$ cat src/rtl/ps2_pkg.sv
// Shared types and constants for the PS/2 keyboard receiver and scan-code translator.
package ps2_pkg;

   // Translator sequencing: latch the code, resolve it, then present the result.
   typedef enum logic [1:0] {
      READY,
      NEW_CODE,
      TRANSLATE,
      OUTPUT
   } xlat_state_t;

   // Prefix codes that modify how the following code is interpreted.
   localparam logic [7:0] CODE_EXTENDED = 8'hE0;
   localparam logic [7:0] CODE_BREAK    = 8'hF0;

   // Modifier keys (scan code set 2).
   localparam logic [7:0] CODE_LSHIFT = 8'h12;
   localparam logic [7:0] CODE_RSHIFT = 8'h59;
   localparam logic [7:0] CODE_CTRL   = 8'h14;
   localparam logic [7:0] CODE_CAPS   = 8'h58;

   // Result of a scan-code lookup: valid flags codes that produce a character.
   typedef struct packed {
      logic       valid;
      logic [6:0] ch;
   } ascii_lookup_t;

   // Idle time (in clk cycles) that marks the end of a frame, about 55 us.
   function automatic int unsigned frame_timeout_cycles(input int unsigned clk_freq);
      return clk_freq / 18000;
   endfunction

endpackage

$ cat src/rtl/ps2_keyboard.sv
// PS/2 front end: synchronizes and debounces both lines, shifts in 11-bit frames on
// falling clock edges and emits each parity-checked scan code with a one-cycle strobe.
module ps2_keyboard
   import ps2_pkg::*;
#(
   parameter int unsigned clk_freq                  = 50_000_000,
   parameter int unsigned ps2_debounce_counter_size = 8
) (
   input  logic       clk,
   input  logic       reset,
   input  logic       ps2_clk,
   input  logic       ps2_data,
   output logic [7:0] code,
   output logic       code_new
);

   localparam int unsigned TIMEOUT = frame_timeout_cycles(clk_freq);
   localparam int unsigned IDLE_W  = $clog2(TIMEOUT + 1);
   localparam int unsigned DB_W    = ps2_debounce_counter_size;

   // Bit 0 carries the clock line, bit 1 the data line.
   logic [1:0]           raw;
   logic [1:0]           sync1_q, sync2_q, last_q, db_q;
   logic [1:0][DB_W-1:0] db_cnt_q;

   logic                 db_clk_prev_q;
   logic                 fall;
   logic [10:0]          frame_q;
   logic [3:0]           bit_cnt_q;
   logic [IDLE_W-1:0]    idle_cnt_q;
   logic                 frame_valid;

   assign raw = {ps2_data, ps2_clk};

   // Two-flop synchronizer, then a per-line stability counter gating the debounced value.
   always_ff @(posedge clk or posedge reset) begin
      if (reset) begin
         // NOTE: lines idle high, so the synchronizer and debounced outputs reset to 1;
         // resetting them to 0 would fake a falling edge right after reset release.
         sync1_q  <= '1;
         sync2_q  <= '1;
         last_q   <= '1;
         db_q     <= '1;
         db_cnt_q <= '0;
      end else begin
         // NOTE: sequential state uses non-blocking assignments so every flop samples
         // the pre-edge value of its neighbours, exactly like the hardware.
         sync1_q <= raw;
         sync2_q <= sync1_q;
         last_q  <= sync2_q;
         for (int i = 0; i < 2; i++) begin
            if (sync2_q[i] != last_q[i])
               db_cnt_q[i] <= '0;
            else if (db_cnt_q[i] != '1)
               db_cnt_q[i] <= db_cnt_q[i] + DB_W'(1);
            else
               db_q[i] <= last_q[i];
         end
      end
   end

   assign fall = db_clk_prev_q & ~db_q[0];

   // Start=0, stop=1, odd parity over data+parity, and exactly eleven bits received.
   assign frame_valid = (bit_cnt_q == 4'd11) && !frame_q[0] && frame_q[10] && (^frame_q[9:1]);

   // Shift bits on falling edges; an idle-high timeout closes the frame.
   always_ff @(posedge clk or posedge reset) begin
      if (reset) begin
         db_clk_prev_q <= 1'b1;
         frame_q       <= '0;
         bit_cnt_q     <= '0;
         idle_cnt_q    <= '0;
         code          <= '0;
         code_new      <= 1'b0;
      end else begin
         db_clk_prev_q <= db_q[0];
         code_new      <= 1'b0;
         if (fall) begin
            frame_q    <= {db_q[1], frame_q[10:1]};
            idle_cnt_q <= '0;
            if (bit_cnt_q != 4'hF)
               bit_cnt_q <= bit_cnt_q + 4'd1;
         end else if (!db_q[0]) begin
            idle_cnt_q <= '0;
         end else if (idle_cnt_q != IDLE_W'(TIMEOUT)) begin
            idle_cnt_q <= idle_cnt_q + IDLE_W'(1);
            if (idle_cnt_q == IDLE_W'(TIMEOUT - 1)) begin
               bit_cnt_q <= '0;
               if (frame_valid) begin
                  code     <= frame_q[8:1];
                  code_new <= 1'b1;
               end
            end
         end
      end
   end

endmodule

$ cat src/rtl/ps2_keyboard_to_ascii.sv
// PS/2 keyboard to ASCII: tracks prefixes and modifiers and translates set-2 scan codes
// into ASCII make/break events with a one-cycle ascii_new pulse.
module ps2_keyboard_to_ascii
   import ps2_pkg::*;
#(
   parameter int unsigned clk_freq                  = 50_000_000,
   parameter int unsigned ps2_debounce_counter_size = 8
) (
   input  logic       clk,
   input  logic       reset,
   input  logic       ps2_clk,
   input  logic       ps2_data,
   output logic       ascii_new,
   output logic       key_pressed,
   output logic [7:0] ascii_code
);

   logic [7:0]    code;
   logic          code_new;
   logic [7:0]    code_q;
   xlat_state_t   state_q, state_d;
   logic          break_q, ext_q, shift_q, ctrl_q, caps_q;
   ascii_lookup_t lookup;
   logic [6:0]    letter;
   logic [13:0]   symbol;

   ps2_keyboard #(
      .clk_freq                 (clk_freq),
      .ps2_debounce_counter_size(ps2_debounce_counter_size)
   ) u_kbd (
      .clk     (clk),
      .reset   (reset),
      .ps2_clk (ps2_clk),
      .ps2_data(ps2_data),
      .code    (code),
      .code_new(code_new)
   );

   // Lower-case letter for a letter key, 0 otherwise.
   function automatic logic [6:0] letter_of(input logic [7:0] c);
      case (c)
         8'h1C: return 7'h61;  8'h32: return 7'h62;  8'h21: return 7'h63;  8'h23: return 7'h64;
         8'h24: return 7'h65;  8'h2B: return 7'h66;  8'h34: return 7'h67;  8'h33: return 7'h68;
         8'h43: return 7'h69;  8'h3B: return 7'h6A;  8'h42: return 7'h6B;  8'h4B: return 7'h6C;
         8'h3A: return 7'h6D;  8'h31: return 7'h6E;  8'h44: return 7'h6F;  8'h4D: return 7'h70;
         8'h15: return 7'h71;  8'h2D: return 7'h72;  8'h1B: return 7'h73;  8'h2C: return 7'h74;
         8'h3C: return 7'h75;  8'h2A: return 7'h76;  8'h1D: return 7'h77;  8'h22: return 7'h78;
         8'h35: return 7'h79;  8'h1A: return 7'h7A;
         default: return 7'h00;
      endcase
   endfunction

   // US digit/symbol row: {unshifted, shifted}, 0 when the key is not on it.
   function automatic logic [13:0] symbol_of(input logic [7:0] c);
      case (c)
         8'h0E: return {7'h60, 7'h7E};  8'h16: return {7'h31, 7'h21};  8'h1E: return {7'h32, 7'h40};
         8'h26: return {7'h33, 7'h23};  8'h25: return {7'h34, 7'h24};  8'h2E: return {7'h35, 7'h25};
         8'h36: return {7'h36, 7'h5E};  8'h3D: return {7'h37, 7'h26};  8'h3E: return {7'h38, 7'h2A};
         8'h46: return {7'h39, 7'h28};  8'h45: return {7'h30, 7'h29};  8'h4E: return {7'h2D, 7'h5F};
         8'h55: return {7'h3D, 7'h2B};  8'h54: return {7'h5B, 7'h7B};  8'h5B: return {7'h5D, 7'h7D};
         8'h5D: return {7'h5C, 7'h7C};  8'h4C: return {7'h3B, 7'h3A};  8'h52: return {7'h27, 7'h22};
         8'h41: return {7'h2C, 7'h3C};  8'h49: return {7'h2E, 7'h3E};  8'h4A: return {7'h2F, 7'h3F};
         default: return 14'h0000;
      endcase
   endfunction

   // Resolve the latched code against the current prefix and modifier flags.
   always_comb begin
      // NOTE: every output of a combinational block gets a default first so no path
      // leaves it unassigned, which would otherwise infer a latch.
      lookup = '0;
      letter = letter_of(code_q);
      symbol = symbol_of(code_q);
      if (ext_q) begin
         if (code_q == 8'h5A)      lookup = '{valid: 1'b1, ch: 7'h0D};
         else if (code_q == 8'h4A) lookup = '{valid: 1'b1, ch: 7'h2F};
      end else if (letter != 7'h00) begin
         lookup.valid = 1'b1;
         if (ctrl_q)                lookup.ch = letter - 7'h60;
         else if (shift_q ^ caps_q) lookup.ch = letter - 7'h20;
         else                       lookup.ch = letter;
      end else if (symbol != 14'h0000) begin
         lookup.valid = 1'b1;
         lookup.ch    = shift_q ? symbol[6:0] : symbol[13:7];
      end else begin
         case (code_q)
            8'h29:   lookup = '{valid: 1'b1, ch: 7'h20};
            8'h5A:   lookup = '{valid: 1'b1, ch: 7'h0D};
            8'h66:   lookup = '{valid: 1'b1, ch: 7'h08};
            8'h0D:   lookup = '{valid: 1'b1, ch: 7'h09};
            8'h76:   lookup = '{valid: 1'b1, ch: 7'h1B};
            default: lookup = '0;
         endcase
      end
   end

   // Translator next-state logic.
   always_comb begin
      state_d = state_q;
      case (state_q)
         READY:     if (code_new) state_d = NEW_CODE;
         NEW_CODE:  state_d = TRANSLATE;
         TRANSLATE: state_d = lookup.valid ? OUTPUT : READY;
         OUTPUT:    state_d = READY;
         default:   state_d = READY;
      endcase
   end

   // Translator state register.
   always_ff @(posedge clk or posedge reset) begin
      if (reset) state_q <= READY;
      else       state_q <= state_d;
   end

   assign ascii_new = (state_q == OUTPUT);

   // Latch the code, update prefix/modifier flags and register the translated event.
   always_ff @(posedge clk or posedge reset) begin
      if (reset) begin
         code_q      <= '0;
         break_q     <= 1'b0;
         ext_q       <= 1'b0;
         shift_q     <= 1'b0;
         ctrl_q      <= 1'b0;
         caps_q      <= 1'b0;
         ascii_code  <= '0;
         key_pressed <= 1'b0;
      end else begin
         if (state_q == READY && code_new)
            code_q <= code;
         if (state_q == TRANSLATE) begin
            if (code_q == CODE_BREAK) begin
               break_q <= 1'b1;
            end else if (code_q == CODE_EXTENDED) begin
               ext_q <= 1'b1;
            end else begin
               break_q <= 1'b0;
               ext_q   <= 1'b0;
               // E0 12 is a fake shift sent around some extended keys; ignore it.
               if (!ext_q && (code_q == CODE_LSHIFT || code_q == CODE_RSHIFT))
                  shift_q <= !break_q;
               if (code_q == CODE_CTRL)
                  ctrl_q <= !break_q;
               if (!ext_q && code_q == CODE_CAPS && !break_q)
                  caps_q <= !caps_q;
               if (lookup.valid) begin
                  ascii_code  <= {1'b0, lookup.ch};
                  key_pressed <= !break_q;
               end
            end
         end
      end
   end

endmodule

$ cat config.mk
export PLATFORM = sky130hd
export DESIGN_NAME = ps2_keyboard_to_ascii
export DESIGN_NICKNAME = d
export VERILOG_FILES = /design/src/rtl/ps2_pkg.sv /design/src/rtl/ps2_keyboard.sv /design/src/rtl/ps2_keyboard_to_ascii.sv
export SDC_FILE = /design/constraint.sdc
export NUM_CORES = 1
export LEC_CHECK = 0
export CORE_MARGIN = 1
export CORE_UTILIZATION = 58
export CTS_BUF_LIST = sky130_fd_sc_hd__clkbuf_8
export DETAILED_ROUTE_END_ITERATION = 10
export GPL_ROUTABILITY_DRIVEN = 0
export HOLD_SLACK_MARGIN = 0.15
export PLACE_DENSITY = 0.76
export SLEW_MARGIN = 20
export SYNTH_ARGS = -nofsm -noshare
export SYNTH_HDL_FRONTEND = slang
export SYNTH_SLANG_ARGS = --single-unit
$ cat constraint.sdc
create_clock -name clk -period 2.85 [get_ports clk]
set_clock_uncertainty 0.1 [all_clocks]
set_input_delay 0.7125 -clock clk [delete_from_list [all_inputs] [get_ports clk]]
set_output_delay 0.7125 -clock clk [all_outputs]
set_load 0.05 [all_outputs]
==> metrics.txt <==
status finished with violations; failing checks setup timing; IO Port Bufs 12; worst skew pair latency 0.36 ns; flip-flop and latch area 2120 sq um; worst hold path depth 0; fin crit period 2.95 ns; CTS clk-pin slew, worst paths approximately 0.08 ns; fin nets 635; clock sink total 84; dpl ws -0.0681 ns; CTS H-tree depth 3; Finished Cell Area 6140 sq um; async set-reset flop share out of synthesis 100%; Tcrit/Tclk final 103%; initial cell density of the core around 60%; vias in the first global route 4432; min-delay worst type reg2reg; Largest stage delay, worst path 0.58 ns; Leak 2.64 nW; grt ovf 0; Synth Instances 564; yosys warns 0; Max clock buf depth 2; share of layout cells above drive strength 1 23.6%; worst-margin pin slew between 0.5 and 0.6 ns; Top FF cell, synth dfrtp_1; CP Cell Sequence inv_2, buf_6, ha_4, o21ai_2, a221o_1, a32oi_1, buf_4, o211ai_2, or4_4, o21ai_4, mux2i_2; FF-to-FF setup slack -0.1 ns; worst vdd ir 413 uV; Synth top cells by count dfrtp_1 (75), nand2_1 (71), nor2_1 (37); ant diodes 0; critical path required time 3.02 ns; remaining antenna violation count 0; clock buffer count from CTS 9; initial antenna violation count 0; pin count of the biggest net entering global routing 50; die area 9410 sq um; Non-Filler Instances between 700 and 800; Min-Delay Startpoint u_kbd.sync1_q[0]$_DFF_PP1_; final setup fails 4; row cnt 34; number of synthesized flops with an enable pin 0; Die X 97.0 um; Via-to-Cell Ratio approximately 6.4; critical path launch point type flop; Final Hold Vio Count 0; Filler Cell Count between 600 and 700; end point of the worst hold path u_kbd.sync2_q[0]$_DFF_PP1_; Pwr Density 351 nW/um^2; CTS tree yes; DP Cell Count 702; Initial DRC Count 488; most common cell in the synthesized netlist dfrtp_1; post-synth top area cell dfrtp_1; worst-path maximum fanout 5; max_cap viols 0; placed cell area 5690 sq um; RSZ-0062 raised after global routing yes; area share of the largest cell type after synthesis 35.9%; via count 4704; Post-Syn Area 5240 sq um; register area share after synthesis 40.4%; most area-consuming cells after synthesis dfrtp_1 (36%), nand2_1 (5.1%), dfstp_2 (4.5%), ha_1 (3.3%), xnor2_1 (3.2%); Slowest-stage cell, CP or4_4; r2r endpoint key_pressed$_DFFE_PP0P_; die height ~97 um; Max Slew Vio Count 0; Crit. End Element flop; Hold-fix buffers, CTS 0; # DRC 0; P&R area growth vs syn 17.3%; CTS root buf clkbuf_8; worst r2r src code_q[1]$_DFFE_PP0P_; Multi-input gate area 2990 sq um; register bit total from synthesis 84; DRT Pass-1 Iters 6; GRT Overall Usage 27.4%; Mapped Nets approximately 580; DP Wirelength around 9.2 mm; setup ws final -0.0991 ns; first-pass GRT wire length roughly 21 mm; CP Data Arrival Time roughly 3.1 ns; Total Wirelength 13.2 mm; DR WL/cell approximately 18 um; Max Clk Rate 339 MHz; Slew HR 59.9%; R2R depth 11; Mean Syn Cell Area between 9 and 10 sq um; CP Class reg2reg; Final Core Density 70.4%; # IOs 14; area of the core 8720 sq um; synth unique cells 76
[flip-flops by register name (all words and copies together), names as in the netlist, 2 cells and up]
signal / cells
ascii_code: 7
code_q: 8
state_q: 2
u_kbd.bit_cnt_q: 4
u_kbd.code: 8
u_kbd.db_cnt_q: 16
u_kbd.db_q: 2
u_kbd.frame_q: 11
u_kbd.idle_cnt_q: 12
u_kbd.last_q: 2
u_kbd.sync1_q: 2
u_kbd.sync2_q: 2
[kinds of logic after synthesis]
kind of cell,synth area share [%]
AOI/OAI and AO/OA,16.3
xor gates and xnor gates,5.19
adders and majority gates,3.35
buffers and inverters,5.19
DFF,40.4
muxes,5.40
other,0.0716
and+or+nand+nor,24.1
[through the flow]
step	hold slack (ns)	power (mW)	setup TNS [ns]
global route	0.266	2.23	-0.828
floorplan	0.245	1.30	0
global placement	0.248	1.32	0
CTS	0.261	2.18	-0.0176
detailed placement	0.248	1.33	-0.0965
finish	0.260	2.15	-0.218
[final cells by class]
type | count | share of cell area [%]
Timing Repair Buffer | 70 | 9.80
Clock buffer | 9 | 2.02
Clock inverter | 7 | 1.24
Sequential cell | 84 | 34.5
Multi-Input combinational cell | 429 | 48.7
Tap cell | 108 | 2.20
Inverter | 23 | 1.51
[report_power, final]
group,internal [mW],leakage [nW],switching (mW)
clock,0.411,0.102,0.439
sequential,1.21,1.13,0.0152
combinational,0.0264,1.41,0.0489
total,1.65,2.64,0.503
[worst max path at each step]
stage	start	end	slack (ns)	cells past startpoint
after floorplan	code_q[1]$_DFFE_PP0P_	ascii_code[3]$_DFFE_PP0P_	0.07	10
after global placement	code_q[0]$_DFFE_PP0P_	ascii_code[5]$_DFFE_PP0P_	0.03	11
after detailed placement	code_q[0]$_DFFE_PP0P_	key_pressed$_DFFE_PP0P_	-0.07	9
after CTS	code_q[1]$_DFFE_PP0P_	key_pressed$_DFFE_PP0P_	-0.02	11
after global routing	code_q[1]$_DFFE_PP0P_	key_pressed$_DFFE_PP0P_	-0.19	11
final	code_q[1]$_DFFE_PP0P_	key_pressed$_DFFE_PP0P_	-0.1	11
[worst max-delay path, delay by kind of cell, from the launching register on]
family / cells / cell delay (ns)
flops: 1 / 0.43
fa+ha+maj: 1 / 0.14
mux: 1 / 0.26
compound gates: 5 / 0.93
buf+inv: 3 / 0.42
simple gates: 1 / 0.58
[cell usage in the layout (no fill, tap or decap), types with 4 or more instances in the layout]
cell type        synthesis  final
a21oi_1                 19     19
dfrtp_1                 75     71
a31oi_1                  6      6
nor2_1                  37     37
nand3_1                 21     21
o221ai_1                 6      4
nand4_1                 10     10
nand2_1                 71     71
dfrtp_2                  0      4
or3_1                    5      5
mux2_2                  14     14
clkdlybuf4s50_1          0     12
o22ai_1                  4      4
a211oi_2                 0      4
nand2b_1                10      8
or2_2                    4      4
nor2b_1                 13     13
buf_4                    6     51
or4_1                    4      4
nor3_1                   4      4
or3b_2                   4      4
and2_1                  11     11
clkbuf_8                 0      9
dfstp_2                  9      9
a41o_1                   4      4
nor3b_1                  5      5
mux2i_1                 11      8
xor2_1                  12     12
nand3b_1                 5      5
a21boi_0                 5      4
xnor2_1                 19     19
o21ai_0                 33     30
ha_1                    14      8
o31ai_1                  4      4
inv_1                   22     20
nor4_1                   9      8
[routing by layer]
metal / global-route usage (%) / vias to the layer above / part of all wire, %
met5: 0 / - / 0
met4: 12.7 / 0 / 3.9
met3: 6.43 / 74 / 9.2
met2: 43.6 / 264 / 47
met1: 35.5 / 2227 / 40
li1: - / 2139 / -
[repair_timing]
item                                    CTS  global route
resized for setup                         7            32
endpoints found under the setup margin    3            10
pin swaps                                 3            10
setup buffers                             2            10
Note: power is estimated with default switching activity, not from simulation.
